`config.mk`:
```
export PLATFORM = sky130hd
export DESIGN_NAME = gen_ce_multi
export DESIGN_NICKNAME = d
export VERILOG_FILES = /design/src/rtl/gen_ce_multi.sv
export SDC_FILE = /design/constraint.sdc
export NUM_CORES = 1
export LEC_CHECK = 0
export ABC_AREA = 1
export CAP_MARGIN = 5
export CORE_MARGIN = 8
export CORE_UTILIZATION = 60
export CTS_CLUSTER_DIAMETER = 100
export DETAILED_ROUTE_END_ITERATION = 12
export GPL_ROUTABILITY_DRIVEN = 0
export HOLD_SLACK_MARGIN = 0.05
export PLACE_DENSITY = 0.83
export SYNTH_ARGS = -nofsm -noshare
export SYNTH_HDL_FRONTEND = slang
export SYNTH_SLANG_ARGS = --single-unit
```
`constraint.sdc`:
```
create_clock -name CLK -period 11.4 [get_ports CLK]
set_clock_uncertainty 0.2 [all_clocks]
set_input_delay 3.42 -clock CLK [delete_from_list [all_inputs] [get_ports CLK]]
set_output_delay 3.42 -clock CLK [all_outputs]
set_load 0.01 [all_outputs]
```
`src/rtl/gen_ce_multi.sv`:
```
// gen_ce_multi: N_CH independent clock-enable dividers with runtime-programmable
// ratios, per-channel continuous/one-shot mode and a common SYNC restart.
// Each channel holds an active ratio (used by the running period) and a shadow
// ratio (written by software). The shadow is only promoted at a period
// boundary, so a write never truncates or stretches the current period.
module gen_ce_multi #(
  parameter int N_CH    = 4,
  parameter int CNT_W   = 16,
  parameter int DEF_DIV = 50,
  parameter int CH_W    = (N_CH > 1) ? $clog2(N_CH) : 1
) (
  input  logic              CLK,
  input  logic              RST,
  input  logic              WR_EN,
  input  logic [CH_W-1:0]   WR_CH,
  input  logic [CNT_W-1:0]  WR_DIV,
  input  logic [N_CH-1:0]   CH_EN,
  input  logic [N_CH-1:0]   ONESHOT,
  input  logic              SYNC,
  output logic [N_CH-1:0]   CEO,
  output logic [N_CH-1:0]   DONE,
  output logic              WR_ERR
);

  localparam logic [CNT_W-1:0] DEF_DIV_V = CNT_W'(DEF_DIV);
  localparam logic [CNT_W-1:0] ONE       = CNT_W'(1);
  localparam logic [CNT_W-1:0] ZERO      = '0;

  logic [CNT_W-1:0] div_act_q [N_CH];
  logic [CNT_W-1:0] div_act_d [N_CH];
  logic [CNT_W-1:0] div_sh_q  [N_CH];
  logic [CNT_W-1:0] div_sh_d  [N_CH];
  logic [CNT_W-1:0] cnt_q     [N_CH];
  logic [CNT_W-1:0] cnt_d     [N_CH];
  logic [N_CH-1:0]  ceo_q, ceo_d;
  logic [N_CH-1:0]  done_q, done_d;
  logic             wr_err_q, wr_err_d;

  logic [31:0]      wr_ch_ext;
  logic             wr_ch_ok;
  logic             wr_div_ok;
  logic             wr_ok;

  // Write qualification: a write is accepted only for an existing channel and
  // a non-zero ratio; anything else is flagged and changes nothing.
  always_comb begin
    wr_ch_ext = 32'(WR_CH);
    wr_ch_ok  = (wr_ch_ext < 32'(N_CH));
    wr_div_ok = (WR_DIV != ZERO);
    wr_ok     = WR_EN && wr_ch_ok && wr_div_ok;
    wr_err_d  = WR_EN && !(wr_ch_ok && wr_div_ok);
  end

  // Per-channel next state: SYNC first, then disable, then halted one-shot,
  // then normal counting with promotion of the shadow ratio at each wrap.
  always_comb begin
    ceo_d  = '0;
    done_d = done_q;
    for (int i = 0; i < N_CH; i++) begin
      div_sh_d[i]  = div_sh_q[i];
      div_act_d[i] = div_act_q[i];
      cnt_d[i]     = cnt_q[i];

      if (wr_ok && (wr_ch_ext == 32'(i))) begin
        div_sh_d[i] = WR_DIV;
      end

      if (SYNC) begin
        // Forwarded shadow so a write in the SYNC cycle governs the new phase.
        cnt_d[i]     = ZERO;
        done_d[i]    = 1'b0;
        div_act_d[i] = div_sh_d[i];
      end else if (!CH_EN[i]) begin
        cnt_d[i]     = ZERO;
        done_d[i]    = 1'b0;
        div_act_d[i] = div_sh_q[i];
      end else if (done_q[i]) begin
        cnt_d[i]     = ZERO;
        div_act_d[i] = div_sh_q[i];
      end else if (cnt_q[i] == (div_act_q[i] - ONE)) begin
        cnt_d[i]     = ZERO;
        ceo_d[i]     = 1'b1;
        div_act_d[i] = div_sh_q[i];
        if (ONESHOT[i]) begin
          done_d[i] = 1'b1;
        end
      end else begin
        cnt_d[i] = cnt_q[i] + ONE;
      end
    end
  end

  // State registers; reset restores the default ratio and clears all pulses.
  always_ff @(posedge CLK or posedge RST) begin
    if (RST) begin
      for (int i = 0; i < N_CH; i++) begin
        div_act_q[i] <= DEF_DIV_V;
        div_sh_q[i]  <= DEF_DIV_V;
        cnt_q[i]     <= ZERO;
      end
      ceo_q    <= '0;
      done_q   <= '0;
      wr_err_q <= 1'b0;
    end else begin
      for (int i = 0; i < N_CH; i++) begin
        div_act_q[i] <= div_act_d[i];
        div_sh_q[i]  <= div_sh_d[i];
        cnt_q[i]     <= cnt_d[i];
      end
      ceo_q    <= ceo_d;
      done_q   <= done_d;
      wr_err_q <= wr_err_d;
    end
  end

  assign CEO    = ceo_q;
  assign DONE   = done_q;
  assign WR_ERR = wr_err_q;

endmodule

```
==> Word-level counts from Yosys, hierarchy flattened <==
Index checks and enable logic that the tools add are counted.
{ "word_totals": {"ff_bits": 201, "in_bits": 30, "output_inout_bits": 9, "wordCells": 115} }
{ "classes": {"add_sub_neg": 8, "n_eq_ne": 11, "n_mux": 72, "reduce_logical": 9} }
{ "ops": {"columns": ["op", "n"], "rows": [
  ["$mux 16", 36],
  ["$add 16x1->16 const B", 4],
  ["$eq 16x16->1", 4],
  ["$sub 16x1->16 const B", 4],
  ["$mux 1", 36],
  ["$logic_not 32->1", 1],
  ["$ne 4x1->1 const B", 4],
  ["$reduce_bool 16->1", 1],
  ["$logic_and 1x1->1", 6],
  ["$eq 2x2->1 const B", 2],
  ["$eq 2x1->1 const B", 1],
  ["$logic_not 1->1", 1]
]} }

==> Depth between registers and ports, before layout <==
Gate-level depths: netlist of the first run.
{ "depth": {"depth_word": 6, "mapped_depth": 18, "depth_no_buf": 17} }

==> Worst setup path before layout of the first run <==
Ideal clock, no wire load.
{ "synth_timing": {"kind": "input-to-reg", "startpoint": "in SYNC", "endpoint": "reg div_act_q[16] (netlist name)", "setup_time_ns": 0.066, "arrival_time_ns": 4.676, "required_time_ns": 11.134, "slack_ns": 6.459, "path_stages": 7, "n_path_buf": 2, "path_cell_list": "clkbuf_1 > clkinv_1 > nand2_1 > nor2_1 > clkbuf_1 > nand3_1 > nand2_1"} }
{ "synth_via": {"elab_chain_len": 1, "elab_cells_between_ends": 2, "classes_between": "eq/ne (1); mux (1)"} }
{ "synth_lines": {"columns": ["item", "line_no", "source"], "rows": [
  ["start, declared", "19", "input logic SYNC,"],
  ["$ne 4x1->1 (no source line) / $mux 16 (equally long branches)", null, null],
  ["end signal, assigned by index", "106", "div_act_q[i] <= div_act_d[i];"],
  ["end, declared", "29", "logic [CNT_W-1:0] div_act_q [N_CH];"]
]} }
Several ways; a longest one is shown, not always the timed one.
A chain may end at the register's enable or synchronous reset.

==> Final worst setup path of the first run <==
{ "layout_timing": {"startpoint": "in SYNC", "endpoint": "reg div_act_q[62] (netlist name)"} }
Same word-level chain as after synthesis.

==> run_results.csv, run 1 <==
group,metric,value,unit
routing,first_pass_iters,6,
clock_network,post_cts_resized,0,
sta,fin_crit,6.07,ns
routing,vias,11721,
sta,slew_violations,0,
sta,period_share,53.2,%
sta,tns,0,ns
clock_network,insertion_delay,0.51,ns
synth,syn_inst,1848,
worst_setup_path,critPathArrivalTime,6.25,ns
cells_and_area,multi_input_area,6520,um^2
sta,slew_headroom,16.8,%
cells_and_area,layout-drive-gt1-share,5.72,%
worst_setup_path,cp.required,11.59,ns
synth,synth.most_common_cell,"nand2_1",
synth,synth_area_leaders,"dfrtp_1, nand2_1, nand3_1, inv_1, nor2_1",
worst_setup_path,start_kind,"input pin",
job,drv_cap,0,
global_routing,grt.total_usage,22.3,%
clock_network,cts-root-buf,"clkbuf_16",
cells_and_area,fillerInstances,1799,
sta,holdWs,0.303,ns
global_routing,grt_pass1_wl,49.9,mm
die,fp.coreArea,20900,um^2
routing,dr.first_iter.drc_count,953,
clock_network,post-cts-setup-buffer-count,0,
power,power_leakage,6.78,nW
die,ioPinCount,39,
synth,yosysTopAreaCell,"dfrtp_1",
synth,synth_ff_type,"dfrtp_1",
synth,yosysWarnings,0,
clock_network,clock_path_buffers,3,
synth,synth_nets,1886,
cells_and_area,final_cell_area,13900,um^2
synth,synth_common_cells,"nand2_1, nand3_1, inv_1, nor2_1, dfrtp_1",
routing,drc,0,
sta,finalHoldViolCount,0,
sta,rsz0062_at_grt,"no",
die,start_util,60.9,%
synth,async_flop_share,100,%
synth,syn_avg_cell_area,6.88,um^2
routing,drt_wl_total,29.2,mm
global_routing,grt-ovfl-total,0,
die,die_w,162,um
global_routing,grt_antenna_before_repair,0,
synth,synth_cell_type_count,34,
clock_network,clkTransAtPathRegs,0.06,ns
global_routing,grt_max_degree,135,
cells_and_area,synthToLayoutAreaGrowth,9.62,%
worst_setup_path,worst_setup_path_end_kind,"register",
synth,ys_ff_latch,201,
outcome,status,"completed",
cells_and_area,finalNetCount,1908,
routing,routedWlPerCell,13.5,um
routing,vias_per_cell,5.42,
placed_design,dpl-instance-area,13200,um^2
worst_hold_path,min_path_type,"register to register",
clock_network,htree_levels,1,
synth,synth_top_area_share,34.8,%
cells_and_area,antennaDiodeCount,0,
global_routing,grt_pass1_vias,11124,
placed_design,port_buffers,38,
power,p_per_area,141,nW/um^2
die,num_rows,53,
clock_network,numCtsBuffers,23,
clock_network,cts_hold_buf,0,
clock_network,cts_tree,"built",
sta,fmax,165,MHz
routing,ant_nets,0,
die,dieArea,26100,um^2
worst_setup_path,critPathMaxFanout,97,
synth,yosysSeqAreaShare,39.8,%
sta,tightest_slew,1.24,ns
sta,setup_viol,0,
synth,synth-edff-count,0,
placed_design,dp_hpwl,20.9,mm
cells_and_area,register_area,5060,um^2
die,die_h,162,um
clock_network,cts_sinks,201,
power,ir_worst_vdd,0.120,mV
synth,netlist_area,12700,um^2
worst_setup_path,worstSetupPathType,"input pin to register",
==> layout by cell type, fill, tap and decap left out, types with 9 or more instances in the layout <==
| cell type | Yosys | routed |
|---|---|---|
| xnor2_1 | 31 | 31 |
| nand2_1 | 543 | 543 |
| buf_4 | 4 | 9 |
| nor2_1 | 211 | 211 |
| inv_1 | 230 | 229 |
| xor2_1 | 42 | 42 |
| o21ai_0 | 98 | 98 |
| clkdlybuf4s50_1 | 0 | 37 |
| nand4_1 | 25 | 25 |
| nand3b_1 | 20 | 20 |
| clkbuf_1 | 25 | 11 |
| nor2_2 | 16 | 16 |
| dfrtp_1 | 177 | 177 |
| and2_1 | 55 | 55 |
| clkbuf_16 | 0 | 23 |
| nand3_1 | 257 | 257 |
| nor3_1 | 15 | 15 |
| dfstp_2 | 24 | 24 |
==> cell type report <==
cell class              count  share of cell area [%]
multi-input cells        1365                    46.7
flip-flops and latches    201                    36.3
inverters                 232                    6.30
clock buffers              36                    4.62
repair buffers             47                    3.18
well taps                 275                    2.47
clock inverters             6                   0.440
==> power by group <==
part,internal (mW),switching [mW]
Combinational,0.149,0.256
Clock,0.411,0.283
Sequential,0.798,0.0663
Total,1.36,0.605
==> sequential cells by signal, indices dropped and copies added, names as in the netlist <==
register   flops
div_act_q     64
div_sh_q      64
cnt_q         64
CEO            4
DONE           4
WR_ERR         1
==> through the flow <==
stage / util [%] / setup slack, ns / std cells / total power [mW]
global placement: 63.4 / 4.95 / 2120 / 1.26
detailed placement: 63.4 / 4.89 / 2120 / 1.27
CTS: 66.8 / 5.41 / 2162 / 1.97
floorplan: - / 2.34 / 1848 / 1.18
global route: 66.8 / 5.06 / 2162 / 2.07
finish: 66.8 / 5.33 / 2162 / 1.96
==> path summary, 6_finish.rpt <==
path / startpoint / endpoint / slack [ns] / depth (start not counted)
setup / recovery: SYNC / div_act_q[62] / 5.33 / 9
hold / removal: cnt_q[32] / cnt_q[32] / 0.30 / 1
setup reg to reg: div_act_q[32] / div_act_q[43] / 8.61 / 14
hold reg to reg: cnt_q[32] / cnt_q[32] / 0.30 / 1
max in group asynchronous: RST / cnt_q[42] / 6.31 / 3
min in group asynchronous: RST / cnt_q[2] / 3.26 / 2
==> per-layer routing <==
| layer | up-vias | track usage (%) | part of all wire [%] |
|---|---|---|---|
| li1 | 5848 | - | - |
| met1 | 5457 | 30.0 | 45 |
| met2 | 355 | 37.0 | 47 |
| met3 | 61 | 3.11 | 6.2 |
| met4 | 0 | 6.48 | 2.1 |
| met5 | - | 0 | 0 |
==> logic make-up (layout without fill, tap and decap cells) <==
| logic type | after synthesis | count (layout) | synth area share [%] |
|---|---|---|---|
| xor gates and xnor gates | 73 | 73 | 5.03 |
| DFF | 201 | 201 | 39.8 |
| AOI/OAI and AO/OA | 110 | 110 | 4.37 |
| buffers and inverters | 282 | 321 | 9.02 |
| adders and majority gates | 8 | 8 | 0.787 |
| and+or+nand+nor | 1174 | 1174 | 41.0 |
==> critical path: stages <==
cell	delay (ns)
buf_2	0.10
buf_4	0.37
clkinv_1	0.14
buf_4	0.36
nand2_1	0.19
nor2_1	0.97
nand2_4	0.43
nand2_1	0.20
nand2_1	0.06
No activity file was read; power rests on OpenSTA's default activity.
==> inputs of run 2 (changes only) <==
clock period = 6.1 ns   (was 11.4 ns; I/O delays follow)
==> run_results.csv, run 2 (synthesized netlist as in run 1, its figures left out) <==
group,metric,value,unit
outcome,status,"completed",
cells_and_area,finalNetCount,1914,
die,fp.coreArea,20900,um^2
sta,tns,0,ns
sta,fin_crit,4.08,ns
worst_setup_path,cpMaxStageDelayCell,"nand2_1",
routing,first_pass_iters,5,
cells_and_area,layout-drive-gt1-share,6.18,%
cells_and_area,synthToLayoutAreaGrowth,10.7,%
clock_network,cts_hold_buf,0,
clock_network,clock_path_buffers,3,
worst_setup_path,start_kind,"input pin",
sta,slew_violations,0,
power,p_per_area,270,nW/um^2
routing,routedWlPerCell,13.9,um
placed_design,dpl-instance-area,13300,um^2
routing,wl_met2,14.2,mm
cells_and_area,antennaDiodeCount,0,
routing,dr.max_layer_used,"met4",
worst_setup_path,crit_path_start,"WR_DIV[13]",
sta,holdWs,0.298,ns
worst_setup_path,r2r_start,"div_act_q[32]",
die,start_util,60.9,%
worst_setup_path,worstSetupPathType,"input pin to register",
sta,slew_headroom,30.2,%
cells_and_area,final_cell_mix,"nand2_1, nand3_1, inv_1, nor2_1, dfrtp_1",
clock_network,post-cts-setup-buffer-count,0,
clock_network,numCtsBuffers,23,
power,finalPower,3.80,mW
job,drv_cap,0,
sta,timing.final.ws_setup,2.02,ns
die,num_rows,53,
sta,period_share,66.9,%
die,ioPinCount,39,
routing,ant_nets,0,
routing,drc,0,
global_routing,grt_max_degree,97,
placed_design,dp_hpwl,21.3,mm
placed_design,preCtsSetupSlack,1.65,ns
die,die_h,162,um
clock_network,post_cts_resized,0,
worst_setup_path,critPathMaxFanout,25,
sta,setup_viol,0,
sta,finalHoldViolCount,0,
cells_and_area,final_cell_area,14100,um^2
die,die_w,162,um
die,dieArea,26100,um^2
global_routing,grt_antenna_before_repair,0,
global_routing,grt_pass1_wl,51.4,mm
clock_network,cts_tree,"built",
routing,wl_met1,13.5,mm
routing,vias_per_cell,5.39,
sta,tightest_slew,1.05,ns
clock_network,cts-root-buf,"clkbuf_16",
clock_network,cts_sinks,201,
worst_setup_path,worst_setup_path_end_kind,"register",
routing,wl_met3,1.86,mm
clock_network,insertion_delay,0.50,ns
cells_and_area,reg_top3,"cnt_q (64), div_act_q (64), div_sh_q (64)",
cells_and_area,fin_util,67.4,%
routing,dr.first_iter.drc_count,794,
cells_and_area,fillerInstances,1776,
sta,rsz0062_at_grt,"no",
global_routing,grt_pass1_vias,11129,
worst_setup_path,critPathArrivalTime,4.27,ns
placed_design,port_buffers,38,
clock_network,htree_levels,1,
worst_hold_path,hold_start,"DONE[1]",
sta,fmax,245,MHz
routing,drt_wl_total,30.0,mm
clock_network,clkTransAtPathRegs,0.06,ns
global_routing,grt.total_usage,23.2,%
cells_and_area,final_common_cell,"nand2_1",
routing,vias,11672,
power,ir_worst_vdd,0.218,mV
placed_design,place_inst,2126,
cells_and_area,fin_cells,2167,
worst_setup_path,cp.required,6.29,ns
power,power_leakage,6.86,nW
worst_setup_path,crit_top_cell,"nand2_1",
worst_setup_path,path_cells,"clkdlybuf4s50_1 -> inv_1 -> nand4_1 -> nor2_1 -> nand2_1 -> nand2_1 -> inv_1 -> buf_4 -> nand2_1 -> nand2_1 -> nand3_1 -> o21ai_0 -> nand2_1 -> nand2_1",
global_routing,grt-ovfl-total,0,
worst_setup_path,slowest_delay,0.47,ns
worst_hold_path,min_path_type,"register to register",
run 2: layer usage:
metal	track usage [%]	up-vias
met5	0	-
met4	6.06	0
met3	3.67	43
met2	39.2	282
met1	30.7	5476
li1	-	5871
run 2: final cells by class:
| cell class | count | area (um^2) | share of cell area, % |
|---|---|---|---|
| Clock buffer | 32 | 629 | 4.47 |
| Clock inverter | 9 | 145 | 1.03 |
| Inverter | 232 | 875 | 6.21 |
| Multi-Input combinational cell | 1365 | 6520 | 46.3 |
| Sequential cell | 201 | 5060 | 35.9 |
| Tap cell | 275 | 344 | 2.44 |
| Timing Repair Buffer | 53 | 513 | 3.64 |
run 2: report_power, final:
| group | leakage [nW] | internal, mW | switching, mW |
|---|---|---|---|
| Combinational | 4.04 | 0.282 | 0.483 |
| Sequential | 2.44 | 1.49 | 0.122 |
| Clock | 0.382 | 0.887 | 0.539 |
run 2: worst paths after layout:
path | end | slack (ns) | cells past startpoint
max | div_act_q[32] | 2.02 | 14
min reg2reg | CEO[1] | 0.30 | 1
max in group asynchronous | div_act_q[33] | 3.03 | 3
min in group asynchronous | cnt_q[9] | 1.71 | 2
max reg2reg | div_act_q[35] | 3.29 | 14
min | CEO[1] | 0.30 | 1
run 2: worst max-delay path: cells and delay by family:
family	cells	cell delay, ns
simple gates	9	1.40
buf+inv	4	0.92
compound gates	1	0.10
==> inputs of run 3 (changes only) <==
clock period = 4.2 ns   (was 6.1 ns; I/O delays follow)
==> run_results.csv, run 3 (synthesized netlist as in run 1, its figures left out) <==
group,metric,value,unit
sta,holdWs,0.299,ns
power,internal_power,3.81,mW
clock_network,numCtsBuffers,23,
routing,dr.first_iter.drc_count,1062,
sta,tns,0,ns
power,ir_worst_vdd,0.332,mV
outcome,status,"completed",
cells_and_area,synthToLayoutAreaGrowth,11.8,%
cells_and_area,reg_top3,"cnt_q (64), div_act_q (64), div_sh_q (64)",
global_routing,grt_pass1_vias,11395,
power,switchingPower,1.69,mW
clock_network,post-cts-setup-buffer-count,0,
clock_network,cts_sinks,201,
global_routing,grt_max_degree,97,
cells_and_area,final_cell_mix,"nand2_1, nand3_1, inv_1, nor2_1, dfrtp_1",
worst_setup_path,r2r_start,"div_act_q[32]",
placed_design,dpl-instance-area,13500,um^2
worst_setup_path,critPathMaxFanout,16,
worst_setup_path,r2r-end,"div_act_q[42]",
worst_setup_path,worstSetupPathType,"input pin to register",
power,p_per_area,386,nW/um^2
worst_setup_path,worst_setup_path_end_kind,"register",
die,start_util,60.9,%
die,dieArea,26100,um^2
cells_and_area,layout-drive-gt1-share,7.33,%
global_routing,grt-ovfl-total,0,
global_routing,grt_antenna_before_repair,0,
clock_network,clkTransAtPathRegs,0.06,ns
sta,slew_violations,0,
sta,fin_crit,3.64,ns
clock_network,cts_tree,"built",
clock_network,htree_levels,1,
clock_network,insertion_delay,0.51,ns
power,p_sw_share,30.7,%
sta,finalHoldViolCount,0,
global_routing,grt.total_usage,23.7,%
worst_setup_path,cp.required,4.40,ns
die,num_rows,53,
job,drv_cap,0,
global_routing,grt_pass1_wl,52.5,mm
power,clkPwrFrac,36.7,%
sta,rsz0062_at_grt,"no",
die,die_h,162,um
worst_setup_path,worst-r2r-setup-slack,1.44,ns
worst_setup_path,worstSetupEndpoint,"div_act_q[50]",
worst_setup_path,r2r_cells,12,
routing,drt_wl_total,30.6,mm
die,die_w,162,um
power,comb_power_share,20.6,%
worst_setup_path,crit_path_start,"WR_DIV[9]",
cells_and_area,finalNetCount,1932,
clock_network,cts_hold_buf,0,
die,ioPinCount,39,
placed_design,dp_hpwl,21.8,mm
power,seqPwrFrac,42.7,%
die,fp.coreArea,20900,um^2
clock_network,cts-root-buf,"clkbuf_16",
sta,period_share,86.7,%
routing,drc,0,
routing,vias,11864,
power,power_leakage,6.95,nW
routing,routedWlPerCell,14.0,um
sta,setup_viol,0,
cells_and_area,final_common_cell,"nand2_1",
worst_setup_path,critPathArrivalTime,3.84,ns
sta,slew_headroom,42.3,%
worst_setup_path,start_kind,"input pin",
cells_and_area,final_cell_area,14200,um^2
clock_network,clock_path_buffers,3,
routing,ant_nets,0,
sta,fmax,275,MHz
placed_design,port_buffers,38,
worst_hold_path,min_path_type,"register to register",
routing,vias_per_cell,5.43,
cells_and_area,antennaDiodeCount,0,
routing,first_pass_iters,6,
power,finalPower,5.49,mW
clock_network,post_cts_resized,0,
sta,tightest_slew,0.865,ns
-- run 3: cell types whose count changed in the layout (fill, tap and decap cells not counted), sizes merged --
cell / change
bufinv: -2
clkinv: +1
inv: +1
buf: +18
clkinvlp: +2
clkbuf: -1
-- run 3: per-layer routing --
metal,vias up,global-route usage [%],share of wire [%]
met5,-,0,0
met4,0,7.41,2.2
met3,77,4.66,7.7
met2,378,39.0,47
met1,5513,31.1,43
li1,5896,-,-
-- run 3: area by class of cell --
| type | instances | area [um^2] |
|---|---|---|
| Clock buffer | 31 | 656 |
| Clock inverter | 11 | 114 |
| Inverter | 232 | 875 |
| Fill cell | 1755 | 6670 |
| Multi-Input combinational cell | 1365 | 6520 |
| Timing Repair Buffer | 71 | 661 |
| Sequential cell | 201 | 5060 |
| Tap cell | 275 | 344 |
-- run 3: power by group through the flow --
stage / clock network (mW) / registers [mW] / logic [mW]
after floorplan: 0 / 2.32 / 0.879
after detailed placement: 0 / 2.38 / 1.11
after global placement: 0 / 2.37 / 1.07
final: 2.02 / 2.35 / 1.13
after CTS: 2.06 / 2.34 / 1.12
after global routing: 2.14 / 2.37 / 1.30
-- run 3: worst min path at each step --
stage / start / to / slack, ns / cells after the start
after floorplan: cnt_q[0] / cnt_q[0] / 0.26 / 1
after global placement: DONE[1] / CEO[1] / 0.28 / 1
after detailed placement: DONE[0] / CEO[0] / 0.29 / 1
after CTS: DONE[1] / CEO[1] / 0.30 / 1
after global routing: DONE[1] / CEO[1] / 0.32 / 1
final: DONE[1] / CEO[1] / 0.30 / 1
-- run 3: per-stage QoR --
stage | std cells | utilization [%] | setup WS, ns
2_1_floorplan | 1848 | - | 0.157
3_3_place_gp | 2144 | 64.4 | 0.325
3_5_place_dp | 2144 | 64.4 | 0.235
4_1_cts | 2186 | 68.1 | 0.720
5_1_grt | 2186 | 68.1 | 0.382
6_report | 2186 | 68.1 | 0.558
-- run 3: critical path: stages --
cell	delay, ns
clkdlybuf4s50_1	0.39
inv_1	0.23
nand4_1	0.13
nor2_1	0.27
nand2_1	0.13
nand2_1	0.11
inv_1	0.23
nand2_1	0.50
nand2_1	0.17
nand3_1	0.12
o21ai_0	0.13
nand2_1	0.12
nand2_1	0.06
